[config.mk]
export PLATFORM = sky130hd
export DESIGN_NAME = ex_mul_unit_flat
export DESIGN_NICKNAME = d
export VERILOG_FILES = /design/src/rtl/ex_mul_unit_pkg.sv /design/src/rtl/ex_mul_unit_if.sv /design/src/rtl/ex_mul_unit_sign_ctl.sv /design/src/rtl/ex_mul_unit.sv /design/src/flat_wrapper.sv
export SDC_FILE = /design/constraint.sdc
export NUM_CORES = 1
export LEC_CHECK = 0
export ABC_AREA = 1
export CAP_MARGIN = 0
export CORE_ASPECT_RATIO = 1.1
export CORE_UTILIZATION = 28
export CTS_BUF_LIST = sky130_fd_sc_hd__clkbuf_2
export CTS_CLUSTER_SIZE = 24
export DETAILED_ROUTE_END_ITERATION = 12
export PLACE_DENSITY = 0.4
export SLEW_MARGIN = 40
export SYNTH_ARGS = -nofsm -noshare
export SYNTH_HDL_FRONTEND = slang
export SYNTH_SLANG_ARGS = --single-unit
[constraint.sdc]
create_clock -name clk -period 2.73 [get_ports clk]
set_input_delay 0.546 -clock clk [delete_from_list [all_inputs] [get_ports clk]]
set_output_delay 0.546 -clock clk [all_outputs]
set_load 0.01 [all_outputs]
[src/rtl/ex_mul_unit_pkg.sv]
// ex_mul_unit_pkg
//   Shared definitions for the EX-stage iterative multiplier:
//   - default operand width and radix,
//   - the ALUOp codes decode produces,
//   - FSM state encodings,
//   - a helper that recognises the RV32M multiply group.
package ex_mul_unit_pkg;

  localparam int DEF_XLEN       = 32;
  localparam int DEF_RADIX_BITS = 1;
  localparam int MUL_LATENCY    = DEF_XLEN / DEF_RADIX_BITS + 1;

  // ALUOp codes driven by decode; only the MUL_OP_* group reaches the multiplier FSM
  localparam logic [3:0] ALU_OP_ADD    = 4'h0;
  localparam logic [3:0] ALU_OP_SUB    = 4'h1;
  localparam logic [3:0] ALU_OP_AND    = 4'h2;
  localparam logic [3:0] ALU_OP_OR     = 4'h3;
  localparam logic [3:0] MUL_OP_MUL    = 4'hA;
  localparam logic [3:0] MUL_OP_MULH   = 4'hB;
  localparam logic [3:0] MUL_OP_MULHSU = 4'hC;
  localparam logic [3:0] MUL_OP_MULHU  = 4'hD;

  typedef enum logic [1:0] {
    MUL_ST_IDLE = 2'd0,
    MUL_ST_CALC = 2'd1,
    MUL_ST_DONE = 2'd2
  } mul_state_t;

  function automatic logic is_mul_op(input logic [3:0] op);
    return (op == MUL_OP_MUL)    || (op == MUL_OP_MULH) ||
           (op == MUL_OP_MULHSU) || (op == MUL_OP_MULHU);
  endfunction

endpackage

[src/rtl/ex_mul_unit_if.sv]
// ex_mul_unit_if
//   Request/response bundle between the EX stage and the multiplier.
//   master : EX-stage side (drives start/op/operands/flush)
//   slave  : multiplier side (drives busy/stall/valid/result)
//   Signals:
//     start_i  - EX holds a valid M-op this cycle
//     op_i     - 4-bit ALUOp
//     rs1_i    - multiplicand after forwarding
//     rs2_i    - multiplier after forwarding
//     flush_i  - kill the in-flight op
//     busy_o   - multiplier not idle
//     stall_o  - freeze IF/ID/EX
//     valid_o  - result_o valid this cycle
//     result_o - selected product half
interface ex_mul_unit_if
  import ex_mul_unit_pkg::*;
#(
  parameter int XLEN = DEF_XLEN
);

  logic            start_i;
  logic [3:0]      op_i;
  logic [XLEN-1:0] rs1_i;
  logic [XLEN-1:0] rs2_i;
  logic            flush_i;
  logic            busy_o;
  logic            stall_o;
  logic            valid_o;
  logic [XLEN-1:0] result_o;

  modport master (
    output start_i, op_i, rs1_i, rs2_i, flush_i,
    input  busy_o, stall_o, valid_o, result_o
  );

  modport slave (
    input  start_i, op_i, rs1_i, rs2_i, flush_i,
    output busy_o, stall_o, valid_o, result_o
  );

endinterface

[src/rtl/ex_mul_unit_sign_ctl.sv]
// ex_mul_unit_sign_ctl
//   Combinational sign handling for the multiplier. Converts both operands
//   to unsigned magnitudes and reports whether the final product must be
//   negated, according to the signedness of the selected op.
//   Ports:
//     op   in  4     ALUOp (one of the MUL group)
//     rs1  in  XLEN  multiplicand
//     rs2  in  XLEN  multiplier
//     mag1 out XLEN  |rs1| under the op's signedness
//     mag2 out XLEN  |rs2| under the op's signedness
//     neg  out 1     product sign
module ex_mul_unit_sign_ctl
  import ex_mul_unit_pkg::*;
#(
  parameter int XLEN = DEF_XLEN
) (
  input  logic [3:0]      op,
  input  logic [XLEN-1:0] rs1,
  input  logic [XLEN-1:0] rs2,
  output logic [XLEN-1:0] mag1,
  output logic [XLEN-1:0] mag2,
  output logic            neg
);

  logic rs1_signed;
  logic rs2_signed;
  logic rs1_neg;
  logic rs2_neg;

  // rs1 is signed for every op except MULHU; rs2 only for MUL/MULH.
  // The magnitude of the most negative value fits unsigned XLEN bits.
  always_comb begin
    rs1_signed = (op != MUL_OP_MULHU);
    rs2_signed = (op == MUL_OP_MUL) || (op == MUL_OP_MULH);
    rs1_neg    = rs1_signed & rs1[XLEN-1];
    rs2_neg    = rs2_signed & rs2[XLEN-1];
    mag1       = rs1_neg ? (~rs1 + XLEN'(1)) : rs1;
    mag2       = rs2_neg ? (~rs2 + XLEN'(1)) : rs2;
    neg        = rs1_neg ^ rs2_neg;
  end

endmodule

[src/rtl/ex_mul_unit.sv]
// ex_mul_unit
//   Iterative shift-add multiplier for MUL/MULH/MULHSU/MULHU in the EX stage.
//   Accepts an op from IDLE, spends XLEN/RADIX_BITS CALC cycles accumulating
//   partial products of the operand magnitudes, then presents the selected
//   product half for one DONE cycle while releasing the pipeline stall.
//   Ports:
//     clk  in  1  clock, rising edge
//     rst  in  1  synchronous active-high reset
//     bus  slave modport of ex_mul_unit_if (start/op/rs1/rs2/flush in,
//          busy/stall/valid/result out)
module ex_mul_unit
  import ex_mul_unit_pkg::*;
#(
  parameter int XLEN       = DEF_XLEN,
  parameter int RADIX_BITS = DEF_RADIX_BITS
) (
  input  logic            clk,
  input  logic            rst,
  ex_mul_unit_if.slave    bus
);

  localparam int STEPS = XLEN / RADIX_BITS;
  localparam int CNT_W = (STEPS > 1) ? $clog2(STEPS) : 1;

  mul_state_t          state_q;
  mul_state_t          state_d;
  logic [CNT_W-1:0]    cnt_q;
  logic [3:0]          op_q;
  logic                neg_q;
  logic [2*XLEN-1:0]   acc_q;
  logic [2*XLEN-1:0]   mcand_q;
  logic [XLEN-1:0]     mplier_q;
  logic [XLEN-1:0]     result_q;

  logic [XLEN-1:0]     mag1;
  logic [XLEN-1:0]     mag2;
  logic                neg_in;
  logic                accept;
  logic                load;
  logic                step;
  logic                commit;
  logic                stall;
  logic                busy;
  logic                valid;
  logic [2*XLEN-1:0]   partial;
  logic [2*XLEN-1:0]   product;
  logic [XLEN-1:0]     result_sel;

  ex_mul_unit_sign_ctl #(
    .XLEN (XLEN)
  ) u_sign_ctl (
    .op   (bus.op_i),
    .rs1  (bus.rs1_i),
    .rs2  (bus.rs2_i),
    .mag1 (mag1),
    .mag2 (mag2),
    .neg  (neg_in)
  );

  // A new op is only taken when it is a multiply and is not being killed
  assign accept = bus.start_i & is_mul_op(bus.op_i) & ~bus.flush_i;

  // State register
  always_ff @(posedge clk) begin
    if (rst) begin
      state_q <= MUL_ST_IDLE;
    end else begin
      state_q <= state_d;
    end
  end

  // Next-state and control decode. Stall covers the accepting IDLE cycle
  // and all of CALC; DONE drops it so EX/MEM captures the result on that edge.
  // Starts seen outside IDLE are ignored because the stalled pipeline keeps
  // presenting the same instruction.
  always_comb begin
    state_d = state_q;
    load    = 1'b0;
    step    = 1'b0;
    commit  = 1'b0;
    stall   = 1'b0;
    busy    = 1'b0;
    valid   = 1'b0;
    case (state_q)
      MUL_ST_IDLE: begin
        if (accept) begin
          state_d = MUL_ST_CALC;
          load    = 1'b1;
          stall   = 1'b1;
        end
      end
      MUL_ST_CALC: begin
        busy  = 1'b1;
        stall = 1'b1;
        if (bus.flush_i) begin
          state_d = MUL_ST_IDLE;
        end else begin
          step = 1'b1;
          if (cnt_q == '0) begin
            state_d = MUL_ST_DONE;
          end
        end
      end
      MUL_ST_DONE: begin
        busy    = 1'b1;
        state_d = MUL_ST_IDLE;
        if (!bus.flush_i) begin
          valid  = 1'b1;
          commit = 1'b1;
        end
      end
      default: begin
        state_d = MUL_ST_IDLE;
      end
    endcase
  end

  // Partial product for this step: the shifted multiplicand added once for
  // every set bit in the low RADIX_BITS of the multiplier.
  always_comb begin
    partial = '0;
    for (int b = 0; b < RADIX_BITS; b++) begin
      if (mplier_q[b]) begin
        partial = partial + (mcand_q << b);
      end
    end
  end

  // Reapply the sign to the magnitude product, then pick the requested half
  always_comb begin
    product    = neg_q ? (~acc_q + (2*XLEN)'(1)) : acc_q;
    result_sel = (op_q == MUL_OP_MUL) ? product[XLEN-1:0] : product[2*XLEN-1:XLEN];
  end

  // Operand latch and shift-add datapath. The multiplicand is kept at
  // double width and shifted left each step so the accumulator never shifts.
  always_ff @(posedge clk) begin
    if (rst) begin
      cnt_q    <= '0;
      op_q     <= '0;
      neg_q    <= 1'b0;
      acc_q    <= '0;
      mcand_q  <= '0;
      mplier_q <= '0;
      result_q <= '0;
    end else begin
      if (load) begin
        op_q     <= bus.op_i;
        neg_q    <= neg_in;
        acc_q    <= '0;
        mcand_q  <= {{XLEN{1'b0}}, mag1};
        mplier_q <= mag2;
        cnt_q    <= CNT_W'(STEPS - 1);
      end else if (step) begin
        acc_q    <= acc_q + partial;
        mcand_q  <= mcand_q << RADIX_BITS;
        mplier_q <= mplier_q >> RADIX_BITS;
        cnt_q    <= cnt_q - CNT_W'(1);
      end
      if (commit) begin
        result_q <= result_sel;
      end
    end
  end

  // During a committing DONE cycle the fresh product is shown; otherwise the
  // last committed value is held, so a flushed DONE leaves result_o unchanged.
  assign bus.result_o = commit ? result_sel : result_q;
  assign bus.valid_o  = valid;
  assign bus.stall_o  = stall;
  assign bus.busy_o   = busy;

endmodule
[src/flat_wrapper.sv]
// flat-port wrapper written by rule: the top's interface ports become plain ports
module ex_mul_unit_flat import ex_mul_unit_pkg::*;
#(
  parameter int XLEN       = DEF_XLEN,
  parameter int RADIX_BITS = DEF_RADIX_BITS
)
  (clk, rst, bus_start_i, bus_op_i, bus_rs1_i, bus_rs2_i, bus_flush_i, bus_busy_o, bus_stall_o, bus_valid_o, bus_result_o);
  ex_mul_unit_if #(.XLEN(XLEN)) bus_i ();
  input  logic clk;
  input  logic rst;
  input wire logic [$bits(bus_i.start_i)-1:0] bus_start_i;
  input wire logic [$bits(bus_i.op_i)-1:0] bus_op_i;
  input wire logic [$bits(bus_i.rs1_i)-1:0] bus_rs1_i;
  input wire logic [$bits(bus_i.rs2_i)-1:0] bus_rs2_i;
  input wire logic [$bits(bus_i.flush_i)-1:0] bus_flush_i;
  output wire logic [$bits(bus_i.busy_o)-1:0] bus_busy_o;
  output wire logic [$bits(bus_i.stall_o)-1:0] bus_stall_o;
  output wire logic [$bits(bus_i.valid_o)-1:0] bus_valid_o;
  output wire logic [$bits(bus_i.result_o)-1:0] bus_result_o;
  assign bus_i.start_i = bus_start_i;
  assign bus_i.op_i = bus_op_i;
  assign bus_i.rs1_i = bus_rs1_i;
  assign bus_i.rs2_i = bus_rs2_i;
  assign bus_i.flush_i = bus_flush_i;
  assign bus_busy_o = bus_i.busy_o;
  assign bus_stall_o = bus_i.stall_o;
  assign bus_valid_o = bus_i.valid_o;
  assign bus_result_o = bus_i.result_o;
  ex_mul_unit #(.XLEN(XLEN), .RADIX_BITS(RADIX_BITS)) u_core (.clk(clk), .rst(rst), .bus(bus_i));
endmodule
# Word level (Yosys, flattened, before mapping)
# Cells that the tools add are included.
totals:
  ff_bits: 204
  output_inout_bits: 35
  word_cells: 65
classes:
  add_sub_neg: 5
  eq_ne: 10
  muxes: 23
  bitwise: 9
  reduce_logical: 9
op_table:
  columns: ["cell", "n"]
  rows:
  - ["$mux W32", 8]
  - ["$mux W64", 2]
  - ["$add A32 B1 Y32 const B", 2]
  - ["$add A64 B1 Y64 const B", 1]
  - ["$add A64 B64 Y64", 1]
  - ["$not A32 Y32", 2]
  - ["$not A64 Y64", 1]
  - ["$eq A4 B4 Y1 const B", 5]
  - ["$mux W5", 2]
  - ["$mux W1", 6]
  - ["$mux W2", 3]
  - ["$logic_not A5 Y1", 1]
  - ["$sub A5 B1 Y5 const B", 1]
  - ["$and A1 B1 Y1", 4]
  - ["$ne A4 B4 Y1 const B", 1]
  - ["$pmux W2 S2", 1]
  - ["$reduce_or A2 Y1", 2]
  - ["$logic_or A1 B1 Y1", 3]
  - ["$ne A3 B2 Y1 const B", 1]
  - ["$eq A2 B1 Y1 const B", 1]
  - ["$eq A2 B2 Y1 const B", 1]
  - ["$logic_not A2 Y1", 1]
  - ["$ne A2 B1 Y1 const B", 1]
  - ["$pmux W1 S2", 1]
  - ["4 further kinds", 4]

# Depth between registers and ports, before layout
# Gate-level depths: netlist of run 1.
depth:
  depth_word: 9
  depth_mapped: 21
  depth_no_buf: 19

# By module
# From an unflattened synthesis of run 1, not the netlist that was laid out.
unflattened:
  hier_cells: 3561
  hier_area_um2: 19079.5
modules_own_cells:
  columns: ["mod", "n_inst", "cells_each", "area_per_inst_um2"]
  rows:
  - ["ex_mul_unit", 1, 3084, 16881.2]
  - ["ex_mul_unit_sign_ctl", 1, 477, 2198.4]

# Least setup slack after synthesis of run 1
# Ideal clock, no wire load.
synth_path:
  path_type: "flip-flop to flip-flop"
  from: "register u_core.mplier_q[0]"
  to: "register u_core.acc_q[40]"
  setup_time_ps: 115
  t_arrival_ps: 2349
  t_required_ps: 2615
  setup_slack_ps: 266
  stages_incl_launch_ff: 19
  path_cell_list: "dfxtp_1 > clkbuf_1 > clkbuf_1 > nand2_1 > inv_1 > ha_1 > fa_1 > nand3_1 > nand3_1 > nand2_1 > nand2_1 > nand2_1 > nand3_1 > nand2_1 > nand2_1 > nand2_1 > nand2_1 > o21ai_0 > inv_1"
synth_between:
  elab_chain_cells: 2
synth_lines:
  columns: ["element", "line_no", "rtl"]
  rows:
  - ["start, declared", "ex_mul_unit.sv:32", "logic [XLEN-1:0] mplier_q;"]
  - ["start signal, assigned", "ex_mul_unit.sv:152", "mplier_q <= mag2;"]
  - ["start signal, assigned", "ex_mul_unit.sv:157", "mplier_q <= mplier_q >> RADIX_BITS;"]
  - ["$mux W64", "ex_mul_unit.sv:123", "if (mplier_q[b]) begin"]
  - ["$add A64 B64 Y64", "ex_mul_unit.sv:155", "acc_q <= acc_q + partial;"]
  - ["end signal, assigned", "ex_mul_unit.sv:155", null]
  - ["end, declared", "ex_mul_unit.sv:30", "logic [2*XLEN-1:0] acc_q;"]
# Every way passes these cells.
# A chain may end at the register's enable or synchronous reset.

# Worst setup path after layout of run 1
layout_path:
  from: "register u_core.acc_q[0]"
  to: "register u_core.result_q[16]"
layout_between:
  elab_chain_cells: 5
layout_lines:
  columns: ["element", "line_no", "rtl"]
  rows:
  - ["$not A64 Y64", "ex_mul_unit.sv:131", "product = neg_q ? (~acc_q + (2*XLEN)'(1)) : acc_q;"]
  - ["$add A64 B1 Y64", "ex_mul_unit.sv:131", null]
  - ["$mux W64", "ex_mul_unit.sv:131", null]
  - ["$mux W32", "ex_mul_unit.sv:132", "result_sel = (op_q == MUL_OP_MUL) ? product[XLEN-1:0] : product[2*XLEN-1:XLEN];"]
  - ["$mux W32", null, null]
  - ["end signal, assigned", "ex_mul_unit.sv:161", "result_q <= result_sel;"]
  - ["end, declared", "ex_mul_unit.sv:33", "logic [XLEN-1:0] result_q;"]
# Every way passes these cells.

==> results of run 1 <==
==> flip-flops by register name, summed over array words and instances (netlist names) <==
name,count
u_core.acc_q,64
u_core.mcand_q,64
u_core.mplier_q,32
u_core.result_q,32
u_core.cnt_q,5
u_core.op_q,4
u_core.state_q,2
u_core.neg_q,1
==> worst max-delay path: cells and delay by family (launching register included) <==
kind	cells	cell delay (ns)
buf+inv	18	2.13
fa+ha+maj	1	0.14
simple gates	10	1.00
flops	1	0.33
==> worst min path at each step <==
stage                                   start             endpoint  slack (ns)  depth (start not counted)
after floorplan                u_core.op_q[0]       u_core.op_q[0]        0.43                          2
after global placement         u_core.op_q[0]       u_core.op_q[0]        0.44                          2
after detailed placement  u_core.mplier_q[15]  u_core.mplier_q[15]        0.45                          2
after CTS                        bus_rs1_i[0]    u_core.mcand_q[0]        0.08                          3
after global routing             bus_rs1_i[0]    u_core.mcand_q[0]        0.09                          3
final                            bus_rs1_i[0]    u_core.mcand_q[0]        0.18                          3
==> layout make-up <==
cell class	count	area, sq um
diodes	5	12.5
clock buffers	87	435
clock inverters	22	169
fillers	7471	40000
inverters	646	2440
multi-input cells	2573	13200
flip-flops and latches	204	4110
well taps	858	1070
repair buffers	606	5080
==> cell usage in the layout, fill, tap and decap left out, types with 9 or more instances in the layout <==
cell	Yosys	layout
a21oi_1	242	222
a21oi_2	2	18
buf_12	0	19
buf_2	40	26
buf_4	3	445
buf_6	2	41
clkbuf_2	0	88
clkdlybuf4s50_1	0	70
clkinv_1	0	14
dfxtp_1	204	185
dfxtp_2	0	17
ha_1	71	61
inv_1	641	624
inv_2	5	19
nand2_1	1296	1192
nand2_2	4	92
nand2_4	1	16
nand3_1	232	185
nand3_2	6	39
nand3_4	1	15
nand4_1	39	39
nor2_1	355	287
nor2_2	7	60
nor2_4	2	17
nor3_1	26	20
o211ai_1	9	9
o21ai_0	117	104
o21ai_1	23	24
o21ai_2	5	13
or2_2	20	20
xnor2_1	11	11
xor2_1	54	53
==> timing repair <==
action,CTS,global route
endpoints found under the hold margin,29,0
hold buffers,1,0
buffers inserted,53,18
gates resized for setup,344,217
setup endpoints to repair,48,74
pin swaps,78,80
==> stage by stage <==
step | utilization | instance area, sq um | total power [mW]
2_1_floorplan | - | 18900 | 6.96
3_3_place_gp | 0.362 | 24100 | 10.4
3_5_place_dp | 0.362 | 24100 | 10.4
4_1_cts | 0.385 | 25600 | 14.1
5_1_grt | 0.399 | 26500 | 15.6
6_report | 0.399 | 26500 | 14.5
==> cell families after synthesis <==
group,Yosys count,synth area share
buffers and inverters,752,0.153
and+or+nand+nor,2005,0.431
xor gates and xnor gates,65,0.0301
AOI/OAI and AO/OA,431,0.122
adders and majority gates,72,0.0480
DFF,204,0.216
==> report_power, final <==
part	leakage [nW]	total (mW)	internal, mW	switching (mW)
Combinational	12.5	8.20	3.58	4.62
Sequential	1.66	3.59	3.31	0.277
Clock	0.442	2.74	1.15	1.59
==> layer usage <==
| layer | global-route usage | share of wire |
|---|---|---|
| met5 | 0 | 0.00015 |
| met3 | 0.0380 | 0.040 |
| met1 | 0.282 | 0.42 |
| met4 | 0.114 | 0.042 |
| met2 | 0.433 | 0.49 |
==> reports/qor.csv, run 1 <==
metric,value,unit
Root Buffer,clkbuf_2,
Synth area leader,nand2_1,
vias in the first global route,22500,
crit path launch,u_core.acc_q[0],
slowest CP cell,dfxtp_2,
DR vias,23100,
power density over the cells,547,mW/mm^2
Unique masters post-synth,44,
vias per inst,4.61,
Area contributors post-synth,"nand2_1 (26%), dfxtp_1 (22%), inv_1 (13%)",
Max Fclk,0.274,GHz
WP data arrival,4.64,ns
post-synthesis async set-or-reset flop share,0,
drt pass-1 iters,7,
relative slew slack,0.523,
Final Hold Fails,0,
average cell area after synthesis,5.36,sq um
Mapped Nets,3673,
min setup slack post-route,-0.923,ns
Pleak,14.6,nW
final period utilization,1.34,
GRT overflow,0,
Synth Cell Area,0.0189,sq mm
Seq cells post-synth,204,
VDD IR-drop max,327,uV
wire per inst,16.9,um
total of max-cap violations,0,
Top Ports,107,
crit path launch type,register,
H-tree Lvls,3,
Critical Path Max Stage Delay,0.33,ns
final WL,84.4,mm
setup total negative slack,-24.82,ns
RSZ-0062 raised after global routing,true,
Buffers on Ports,106,
yosys warns,0,
Worst Setup EP,u_core.result_q[16],
CP max FO,4,
R2R cell count,29,
worst setup path class,register to register,
GRT Total Usage,0.242,
worst slack at placement,-0.431,ns
CTS tree,yes,
maximum clock path buffer count,3,
Placer Congestion,0.916,
Core ar.,0.0665,sq mm
final net count,4241,
final setup fails,33,
final cell count without fillers,5001,
worst skew pair latency,1.07,ns
R2R Path Start,u_core.acc_q[0],
first-pass GRT wire length,127,mm
clock skew,0.119,ns
Clock Sinks,204,
Hold WC Path Type,input port to register,
Worst Setup End Kind,register,
crit-path most repeated cell,buf_4,
total CTS buffers,66,
Required @ worst endpoint,3.72,ns
Final ANT Viol Nets,0,
Cells after Synth,3529,
Synth Flop Type,dfxtp_1,
Die X,250,um
Synth top cells by count,"nand2_1 (1,296), inv_1 (641), nor2_1 (355), a21oi_1 (242), nand3_1 (232)",
Post-DP HPWL,69.2,mm
Iter 0 DRT Violations,1129,
Clock transition at path regs,0.11,ns
slew at the pin closest to its max-slew limit,0.716,ns
Synth top area share,0.257,
Final Max Slew Viols,0,
Starting Density,0.284,
FP Rows,99,
layout cell share with drive strength beyond 1,0.240,
synth-to-layout area growth,40.3,%
die outline height,275,um
number of enable flip-flop cells after synthesis,0,
Reg2Reg Setup Slack,-0.92,ns
placed cells,4821,
DR DRC count,0,
Die ar.,0.0686,sq mm
final hold slack,0.181,ns
largest net degree at the start of global routing,87,
fin crit period,3.65,ns
status,finished with violations,
register area share after synthesis,0.216,
cell with the most instances after synthesis,nand2_1,
worst r2r dst,u_core.result_q[16],
failing checks,setup timing,
initial antenna violation count,4,
No activity file was read; power rests on OpenSTA's default activity.
==> run 2, diff against run 1 <==
--- a/config.mk
+++ b/config.mk
@@ -12,6 +12,7 @@
 export CTS_BUF_LIST = sky130_fd_sc_hd__clkbuf_2
 export CTS_CLUSTER_SIZE = 24
 export DETAILED_ROUTE_END_ITERATION = 12
+export GPL_ROUTABILITY_DRIVEN = 1
 export PLACE_DENSITY = 0.4
 export SLEW_MARGIN = 40
 export SYNTH_ARGS = -nofsm -noshare
==> results of run 2 <==
Final layout, timing and power as in run 1 (identical DEF).
==> run 3, diff against run 2 <==
--- a/config.mk
+++ b/config.mk
@@ -13,7 +13,8 @@
 export CTS_CLUSTER_SIZE = 24
 export DETAILED_ROUTE_END_ITERATION = 12
 export GPL_ROUTABILITY_DRIVEN = 1
-export PLACE_DENSITY = 0.4
+export PLACE_DENSITY_LB_ADDON = 0.1
+export SETUP_SLACK_MARGIN = 0.05
 export SLEW_MARGIN = 40
 export SYNTH_ARGS = -nofsm -noshare
 export SYNTH_HDL_FRONTEND = slang
==> run 3 against run 2 <==
Effect of this change: the run ends with DRC, setup timing left; wire length down 3.7%; sequential share of layout area up 0.25 points; via count down 1.6%; clock skew up 0.013 ns; critical path type unchanged.
==> reports/qor.csv, run 3 (same netlist as run 1, synthesis figures left out) <==
metric,value,unit,change
setup total negative slack,-24.98,ns,was -24.82 ns
sw frac,0.446,,was 0.447
Hold WC Path Type,input port to register,,unchanged
crit path launch type,register,,unchanged
GRT overflow,0,,unchanged
most frequent cells in the layout,"nand2_1 (1,198), inv_1 (623), buf_4 (345), nor2_1 (281), a21oi_1 (216)",,"was nand2_1 (1,192), inv_1 (624), buf_4 (445), nor2_1 (287), a21oi_1 (222)"
final net count,4165,,"was 4,241"
final core utilization,0.396,,was 0.399
Starting Density,0.284,,unchanged
maximum clock path buffer count,3,,unchanged
worst skew pair latency,1.07,ns,about the same
failing checks,"DRC, setup timing",,was setup timing
initial antenna violation count,2,,was 4
largest net degree at the start of global routing,90,,was 87
WP data arrival,4.52,ns,was 4.64 ns
Comb power frac,0.561,,was 0.565
CTS tree,yes,,unchanged
"leading cell type in the layout, fill and taps excluded",nand2_1,,unchanged
sw power,6.39,mW,was 6.49 mW
Clock transition at path regs,0.13,ns,was 0.11 ns
Buffers on Ports,106,,unchanged
crit-path most repeated cell,buf_4,,unchanged
Pleak,14.3,nW,was 14.6 nW
layout cell share with drive strength beyond 1,0.237,,was 0.240
final WL,81.3,mm,was 84.4 mm
GRT Total Usage,0.233,,was 0.242
DR vias,22700,,"was 23,100"
Clock Sinks,204,,unchanged
DR DRC count,2,,was 0
power density over the cells,544,mW/mm^2,was 547 mW/mm^2
Placer Congestion,0.937,,was 0.916
synth-to-layout area growth,39.3,%,was 40.3%
Post-DP HPWL,64.2,mm,was 69.2 mm
clock network power share,0.184,,was 0.188
Die X,250,um,unchanged
Final Hold Fails,0,,unchanged
Final Max Slew Viols,0,,unchanged
final setup fails,37,,was 33
total of max-cap violations,0,,unchanged
Critical Path Max Stage Delay,0.42,ns,was 0.33 ns
biggest regs,"u_core.acc_q x64, u_core.mcand_q x64",,unchanged
Top Ports,107,,unchanged
Seq pwr share,0.255,,was 0.247
Worst Setup End Kind,register,,unchanged
Die ar.,0.0686,sq mm,unchanged
worst setup path class,register to register,,unchanged
status,finished with violations,,unchanged
Core ar.,0.0665,sq mm,unchanged
Register Area,0.00415,sq mm,was 0.00411 sq mm
CP max FO,8,,was 4
Iter 0 DRT Violations,1150,,"was 1,129"
final period utilization,1.30,,was 1.34
VDD IR-drop max,272,uV,was 327 uV
H-tree Lvls,3,,unchanged
drt pass-1 iters,10,,was 7
RSZ-0062 raised after global routing,true,,unchanged
first-pass GRT wire length,124,mm,was 127 mm
relative slew slack,0.666,,was 0.523
slew at the pin closest to its max-slew limit,0.501,ns,was 0.716 ns
Max Fclk,0.281,GHz,was 0.274 GHz
Final ANT Viol Nets,0,,unchanged
Root Buffer,clkbuf_2,,unchanged
fillers,7533,,"was 7,471"
vias in the first global route,21800,,"was 22,500"
wire per inst,16.5,um,was 16.9 um
Required @ worst endpoint,3.70,ns,was 3.72 ns
internal power,7.93,mW,was 8.04 mW
clock skew,0.132,ns,was 0.119 ns
Tot Pwr,14.3,mW,was 14.5 mW
worst slack at placement,-0.489,ns,was -0.431 ns
min setup slack post-route,-0.823,ns,was -0.923 ns
FP Rows,99,,unchanged
area of the multi-input gates,0.0134,sq mm,was 0.0132 sq mm
die outline height,275,um,unchanged
vias per inst,4.61,,about the same
total CTS buffers,66,,unchanged
slowest CP cell,dfxtp_4,,was dfxtp_2
fin crit period,3.55,ns,was 3.65 ns
==> run 3: changes by cell type in the layout (fill, tap and decap cells not counted), sizes merged <==
cell,delta
diode,-3
buf,-81
clkinvlp,+2
clkinv,-1
clkbuf,-3
inv,-1
clkdlybuf4s15,+2
bufbuf,+3
bufinv,-1
==> run 3: through the flow <==
stage / hold WS (ns) / instances / instance area [sq um]
2_1_floorplan: 0.429 / 3529 / 18900
6_report: 0.123 / 4918 / 26300
5_1_grt: 0.0986 / 4918 / 26300
3_3_place_gp: 0.448 / 4709 / 23300
3_5_place_dp: 0.453 / 4709 / 23300
4_1_cts: 0.00521 / 4903 / 25300
==> run 3: final timing paths <==
kind / depth (start not counted) / endpoint / startpoint / slack [ns]
worst min-delay path: 3 / u_core.mcand_q[0] / bus_rs1_i[0] / 0.12
worst max-delay path: 29 / u_core.result_q[23] / u_core.acc_q[32] / -0.82
worst max register to register: 29 / u_core.result_q[23] / u_core.acc_q[32] / -0.82
worst min register to register: 2 / u_core.mcand_q[35] / u_core.mcand_q[34] / 0.43
==> run 3: routing by layer <==
layer	part of all wire	routed length, um	track usage	vias to the layer above
li1	-	-	-	11900
met1	0.45	36300	0.288	10200
met2	0.49	39500	0.420	452
met3	0.036	2960	0.0256	124
met4	0.031	2500	0.0765	2
met5	0.00016	13	0	-
==> run 3: final cells by class <==
cell class | count | share of cell area
Antenna cell | 2 | 0.000190
Clock buffer | 84 | 0.0160
Clock inverter | 21 | 0.00527
Inverter | 646 | 0.0928
Multi-Input combinational cell | 2573 | 0.509
Sequential cell | 204 | 0.157
Tap cell | 858 | 0.0407
Timing Repair Buffer | 530 | 0.179
==> run 3: timing repair <==
| action | CTS | global route |
|---|---|---|
| setup buffers | 91 | 14 |
| gates cloned | 3 | 1 |
| endpoints found under the setup margin | 57 | 80 |
| hold buffers | 1 | 0 |
| pin swaps | 80 | 70 |
| endpoints found under the hold margin | 4 | 0 |
| gates resized for setup | 381 | 263 |
==> run 3: worst max-delay path: cells and delay by family, from the launching register on <==
family	cells	cell delay [ns]
AO/OA/AOI/OAI	1	0.08
buffers and inverters	19	2.28
flip-flops	1	0.42
AND/OR/NAND/NOR	9	0.69
==> run 3: power by group through the flow <==
stage | clock [mW] | sequential (mW) | combinational (mW)
2_1_floorplan | 0 | 3.56 | 3.40
3_3_place_gp | 0 | 3.66 | 6.43
3_5_place_dp | 0 | 3.66 | 6.42
4_1_cts | 2.77 | 3.64 | 7.62
5_1_grt | 2.92 | 3.69 | 8.72
6_report | 2.63 | 3.65 | 8.04
